$ cat src/rtl/mos_pkg.sv
// ============================================================================
// mos_pkg : flag indices, branch opcodes and sequencer state encoding
// Rev 1.0
// ============================================================================
`default_nettype none

package mos_pkg;

  localparam int FLAG_C = 0;
  localparam int FLAG_Z = 1;
  localparam int FLAG_V = 6;
  localparam int FLAG_N = 7;

  typedef enum logic [2:0] {
    OP_BCC = 3'd0,
    OP_BCS = 3'd1,
    OP_BEQ = 3'd2,
    OP_BMI = 3'd3,
    OP_BNE = 3'd4,
    OP_BPL = 3'd5,
    OP_BVC = 3'd6,
    OP_BVS = 3'd7
  } branch_op_e;

  typedef logic [1:0] seq_state_t;

  localparam seq_state_t S_IDLE = 2'd0;
  localparam seq_state_t S_ADD  = 2'd1;
  localparam seq_state_t S_FIX  = 2'd2;
  localparam seq_state_t S_DONE = 2'd3;

endpackage

`default_nettype wire

$ cat src/rtl/branch_cond_eval.sv
// ============================================================================
// branch_cond_eval : combinational 6502 branch condition from status flags
// Rev 1.0
// ============================================================================
`default_nettype none

module branch_cond_eval
  import mos_pkg::*;
#(
  parameter int C_BIT = FLAG_C,
  parameter int Z_BIT = FLAG_Z,
  parameter int V_BIT = FLAG_V,
  parameter int N_BIT = FLAG_N
) (
  input  logic [2:0] i_op,
  input  logic [7:0] i_status,
  input  logic       i_uncon,
  output logic       o_cond
);

  logic w_flag;
  // Status bits outside the four flags are intentionally ignored.
  logic w_unused_status;

  assign w_unused_status = ^i_status;

  always_comb begin
    w_flag = 1'b0;
    case (i_op)
      OP_BCC:  w_flag = ~i_status[C_BIT];
      OP_BCS:  w_flag =  i_status[C_BIT];
      OP_BEQ:  w_flag =  i_status[Z_BIT];
      OP_BMI:  w_flag =  i_status[N_BIT];
      OP_BNE:  w_flag = ~i_status[Z_BIT];
      OP_BPL:  w_flag = ~i_status[N_BIT];
      OP_BVC:  w_flag = ~i_status[V_BIT];
      OP_BVS:  w_flag =  i_status[V_BIT];
      default: w_flag = 1'b0;
    endcase
  end

  assign o_cond = i_uncon | w_flag;

endmodule

`default_nettype wire

$ cat src/rtl/branch_sequencer.sv
// ============================================================================
// branch_sequencer : relative-branch sequencer for the PC datapath (2/3/4 cycles)
// Rev 1.0
// ============================================================================
`default_nettype none

module branch_sequencer
  import mos_pkg::*;
#(
  parameter int C_BIT = FLAG_C,
  parameter int Z_BIT = FLAG_Z,
  parameter int V_BIT = FLAG_V,
  parameter int N_BIT = FLAG_N
) (
  input  logic       clk_2,
  input  logic       rst,
  input  logic       start,
  input  logic       branch_uncon,
  input  logic [2:0] branch_op,
  input  logic [7:0] status,
  input  logic [7:0] data_bus,
  input  logic [7:0] pc_lo,
  input  logic [7:0] pc_hi,
  output logic [7:0] pc_lo_out,
  output logic [7:0] pc_hi_out,
  output logic       pc_load_lo,
  output logic       pc_load_hi,
  output logic       busy,
  output logic       taken,
  output logic       page_cross,
  output logic       done
);

  seq_state_t r_state;
  seq_state_t w_next;

  logic [7:0] r_off;
  logic [7:0] r_pcl;
  logic [7:0] r_pch;
  logic [7:0] r_pc_lo_hold;
  logic [7:0] r_pc_hi_hold;
  logic       r_taken;

  logic       w_cond;
  logic [8:0] w_sum;
  logic       w_cross;
  logic [7:0] w_pch_new;

  branch_cond_eval #(
    .C_BIT (C_BIT),
    .Z_BIT (Z_BIT),
    .V_BIT (V_BIT),
    .N_BIT (N_BIT)
  ) u_cond (
    .i_op     (branch_op),
    .i_status (status),
    .i_uncon  (branch_uncon),
    .o_cond   (w_cond)
  );

  // Carry out of PCL disagreeing with the offset sign means PCH must move.
  assign w_sum     = {1'b0, r_pcl} + {1'b0, r_off};
  assign w_cross   = w_sum[8] ^ r_off[7];
  assign w_pch_new = r_off[7] ? (r_pch - 8'd1) : (r_pch + 8'd1);

  always_ff @(negedge clk_2 or posedge rst) begin
    if (rst) begin
      r_state <= S_IDLE;
    end else begin
      r_state <= w_next;
    end
  end

  always_comb begin
    w_next = r_state;
    case (r_state)
      S_IDLE:  if (start) w_next = w_cond ? S_ADD : S_DONE;
      S_ADD:   w_next = w_cross ? S_FIX : S_DONE;
      S_FIX:   w_next = S_DONE;
      S_DONE:  w_next = S_IDLE;
      default: w_next = S_IDLE;
    endcase
  end

  // New PC bytes are presented live alongside their strobe, then held.
  always_comb begin
    busy       = (r_state != S_IDLE);
    pc_load_lo = (r_state == S_ADD);
    pc_load_hi = (r_state == S_FIX);
    page_cross = (r_state == S_FIX);
    done       = (r_state == S_DONE);
    pc_lo_out  = (r_state == S_ADD) ? w_sum[7:0] : r_pc_lo_hold;
    pc_hi_out  = (r_state == S_FIX) ? w_pch_new  : r_pc_hi_hold;
  end

  always_ff @(negedge clk_2 or posedge rst) begin
    if (rst) begin
      r_off        <= 8'h00;
      r_pcl        <= 8'h00;
      r_pch        <= 8'h00;
      r_pc_lo_hold <= 8'h00;
      r_pc_hi_hold <= 8'h00;
      r_taken      <= 1'b0;
    end else begin
      if ((r_state == S_IDLE) && start) begin
        r_off   <= data_bus;
        r_pcl   <= pc_lo;
        r_pch   <= pc_hi;
        r_taken <= w_cond;
      end
      if (r_state == S_ADD) begin
        r_pc_lo_hold <= w_sum[7:0];
      end
      if (r_state == S_FIX) begin
        r_pc_hi_hold <= w_pch_new;
      end
    end
  end

  assign taken = r_taken;

endmodule

`default_nettype wire

$ cat config.mk
export PLATFORM = sky130hd
export DESIGN_NAME = branch_sequencer
export DESIGN_NICKNAME = d
export VERILOG_FILES = /design/src/rtl/mos_pkg.sv /design/src/rtl/branch_cond_eval.sv /design/src/rtl/branch_sequencer.sv
export SDC_FILE = /design/constraint.sdc
export NUM_CORES = 1
export LEC_CHECK = 0
export BUFFER_PORTS_ARGS = -buffer_cell sky130_fd_sc_hd__buf_2
export CORE_MARGIN = 10
export CORE_UTILIZATION = 43
export CTS_CLUSTER_DIAMETER = 120
export DETAILED_ROUTE_END_ITERATION = 7
export PLACE_DENSITY = 0.7
export SLEW_MARGIN = 15
export SYNTH_ARGS = -nofsm -noshare
export SYNTH_HDL_FRONTEND = slang
export SYNTH_SLANG_ARGS = --single-unit
$ cat constraint.sdc
create_clock -name clk_2 -period 2.2 [get_ports clk_2]
set_input_delay 0.44 -clock clk_2 [delete_from_list [all_inputs] [get_ports clk_2]]
set_output_delay 0.44 -clock clk_2 [all_outputs]
set_load 0.1 [all_outputs]
==> metrics.csv <==
stage,metric,value,unit
synth,Synth cell types,33,
critical_path,max incr delay on CP,0.46,ns
global_route,first-pass GRT wire length,11000,µm
timing,worst hold margin,0.448,ns
critical_path,Critical Path Start,r_off[7],
route,drt wl/cell,17.6,µm
place,Post-DP Area,3820,µm²
hold_path,Worst Hold Class,reg -> reg,
clock_tree,Worst-path clk slew,0.06,ns
route,drt drc,0,
synth,Main synth FF type,dfrtn_1,
global_route,antenna violations before repair,0,
critical_path,"Arr. time, crit path",3.43,ns
global_route,vias in the first global route,2270,
critical_path,Critical Path Sink,pc_hi_out[7],
route,Top Metal Used,met4,
finish,area grow syn2layout,84.0,%
synth,Post-Synthesis Cells,200,
clock_tree,# hold bufs at CTS,0,
critical_path,R2R Path Start,r_off[7],
route,violation count after the first detailed-routing iteration,48,
timing,Final WS setup,-1.67,ns
synth,register area share after synthesis,0.459,
route,via count,2070,
synth,Post-Synth Simple-Gate Area,0.0619,
synth,mux cell area share after synthesis,0.172,
hold_path,Worst Hold Launch,r_pc_hi_hold[4],
route,Routed Antenna Nets,0,
synth,Seq cells post-synth,43,
critical_path,critical path class,reg -> out,
timing,Pins Over Slew Limit,0,
place,hpwl dp,4630,µm
global_route,all-layer global routing usage,0.155,
synth,yosys warns,0,
synth,Async SR Flop Fraction,1.00,
route,first drt pass iteration count,4,
critical_path,Worst EP required,1.76,ns
place,Port Buffers,56,
synth,Post-synth EDFFs,0,
critical_path,Worst R2R End,r_pc_hi_hold[5],
critical_path,CP max FO,3,
synth,Post-Synth Adder-Cell Area,0.118,
timing,Setup Skew,0.00353,ns
timing,Final TNS setup,-27.02,ns
synth,largest family of logic cells by synthesized area,multiplexers,
critical_path,Crit. End Element,output pin,
finish,fillcell total,296,
synth,post-synthesis xor/xnor area fraction,0.0336,
finish,"leading cell type in the layout, fill and taps excluded",buf_4,
clock_tree,clk buf depth,2,
clock_tree,CTS tree,yes,
finish,number of diodes,0,
critical_path,CP Cell Sequence,"buf_6, buf_6, buf_4, ha_2, nor2_1, nor2_2, a31oi_4, xnor2_2, a21oi_4, buf_12",
die,FP Rows,26,
synth,syn nets,260,
critical_path,Worst setup SP type,register,
run_status,status,"finished, violations left",
timing,"Setup violations, final",24,
die,initial core utilization,0.451,
route,met1 WL,2760,µm
finish,most frequent cells in the layout,"buf_4 (54), dfrtn_1 (43), buf_2 (32), mux2_4 (26), buf_12 (26)",
clock_tree,CTS root buffer,clkbuf_8,
finish,layout net count,388,
critical_path,most frequent cell on the critical path,buf_6,
global_route,"Remaining Overflow, GRT",0,
route,met2 wire length,3770,µm
clock_tree,H-tree levels,2,
synth,Syn Area/Cell,11.7,µm²
die,core footprint,5200,µm²
timing,relative slew slack,0.803,
job,maxcap violations,0,
timing,Slew @ Worst Pin,0.295,ns
run_status,violated checks,setup timing,
timing,Hold Fails Final Rpt,0,
critical_path,Worst Reg-to-Reg Cells,8,
critical_path,"Slowest-stage cell, CP",dfrtn_1,
finish,share of cells above drive strength 1,0.681,
timing,unrepaired setup endpoints after global routing,yes,
synth,mapped cell area,2350,µm²
route,detailed-route vias per instance,5.19,
die,die area,8810,µm²
clock_tree,clk_lat worst skew,0.30,ns
route,wire length on met3,269,µm
global_route,pin count of the biggest net entering global routing,44,
finish,fin area,4320,µm²
die,die width,93.9,µm
die,Die H,93.9,µm
route,"wirelength, routed",7020,µm
critical_path,r2r setup slk,0.10,ns
clock_tree,CTS Sinks,43,
place,routability cong.,0.804,
clock_tree,CTS Buf Count,5,
synth,Compound-Gate Fraction of Synth Area,0.130,
die,num ports,61,
==> sequential cells by signal, indices dropped and copies added, names as in the netlist <==
register	flops
r_pc_lo_hold	8
taken	1
r_off	8
r_pch	8
r_state	2
r_pc_hi_hold	8
r_pcl	8
==> kinds of logic after synthesis <==
kind of cell / count (synthesis)
muxes: 35
and+or+nand+nor: 29
xor gates and xnor gates: 9
AOI/OAI and AO/OA: 48
DFF: 43
adders and majority gates: 21
buffers and inverters: 15
==> final cells by class <==
cell class	instances	area [µm²]	area share
multi-input cells	142	1760	0.408
repair buffers	126	1250	0.290
flip-flops and latches	43	1080	0.249
well taps	70	87.6	0.0203
clock buffers	6	72.6	0.0168
inverters	10	57.6	0.0133
clock inverters	2	12.5	0.00290
==> per-layer routing <==
metal / GRT usage / vias to the layer above
met5: 0 / -
met4: 0.0456 / 0
met3: 0.0384 / 19
met2: 0.289 / 50
met1: 0.167 / 1021
li1: - / 980
==> worst min path at each step <==
stage,to,slack [ns],cells past startpoint
floorplan,r_pcl[4],0.44,1
global placement,r_pc_hi_hold[4],0.45,1
detailed placement,r_pc_hi_hold[4],0.45,1
CTS,r_pc_hi_hold[4],0.45,1
global route,r_pc_hi_hold[4],0.47,1
finish,r_pc_hi_hold[4],0.45,1
==> per-stage QoR <==
stage	std cells	setup WS (ns)	utilization
finish	399	-1.67	0.829
global placement	372	-1.35	0.734
floorplan	200	-1.57	-
detailed placement	372	-1.38	0.734
CTS	391	-1.64	0.792
global route	399	-1.76	0.829
==> cell usage after synthesis (3+ instances only) <==
library cell	number	area (µm²)
a211oi_1	7	52.6
a21o_1	4	30.0
a21oi_1	6	30.0
a31oi_1	3	18.8
clkbuf_1	4	15.0
dfrtn_1	43	1080
ha_1	19	238
inv_1	9	33.8
mux2_2	32	360
nand2_1	5	18.8
nor2_1	12	45.0
nor3_1	6	30.0
o21ai_0	17	85.1
o21bai_1	3	22.5
xnor2_1	9	78.8
==> critical path: cells and delay by family, from the launching register on <==
family                   cells  cell delay, ns
flip-flops                   1            0.46
AO/OA/AOI/OAI                2            0.40
adder cells (fa/ha/maj)      1            0.27
AND/OR/NAND/NOR              2            0.26
buffers and inverters        4            0.54
XOR/XNOR                     1            0.10
==> timing repair <==
action	4_1_cts	5_1_grt
resized for setup	29	25
setup buffers	14	10
endpoints found under the setup margin	25	25
pin swaps	22	23
Power is left out: the tool's default activity adds up to more than one toggle a clock period on the data nets, which glitch-free logic cannot reach.
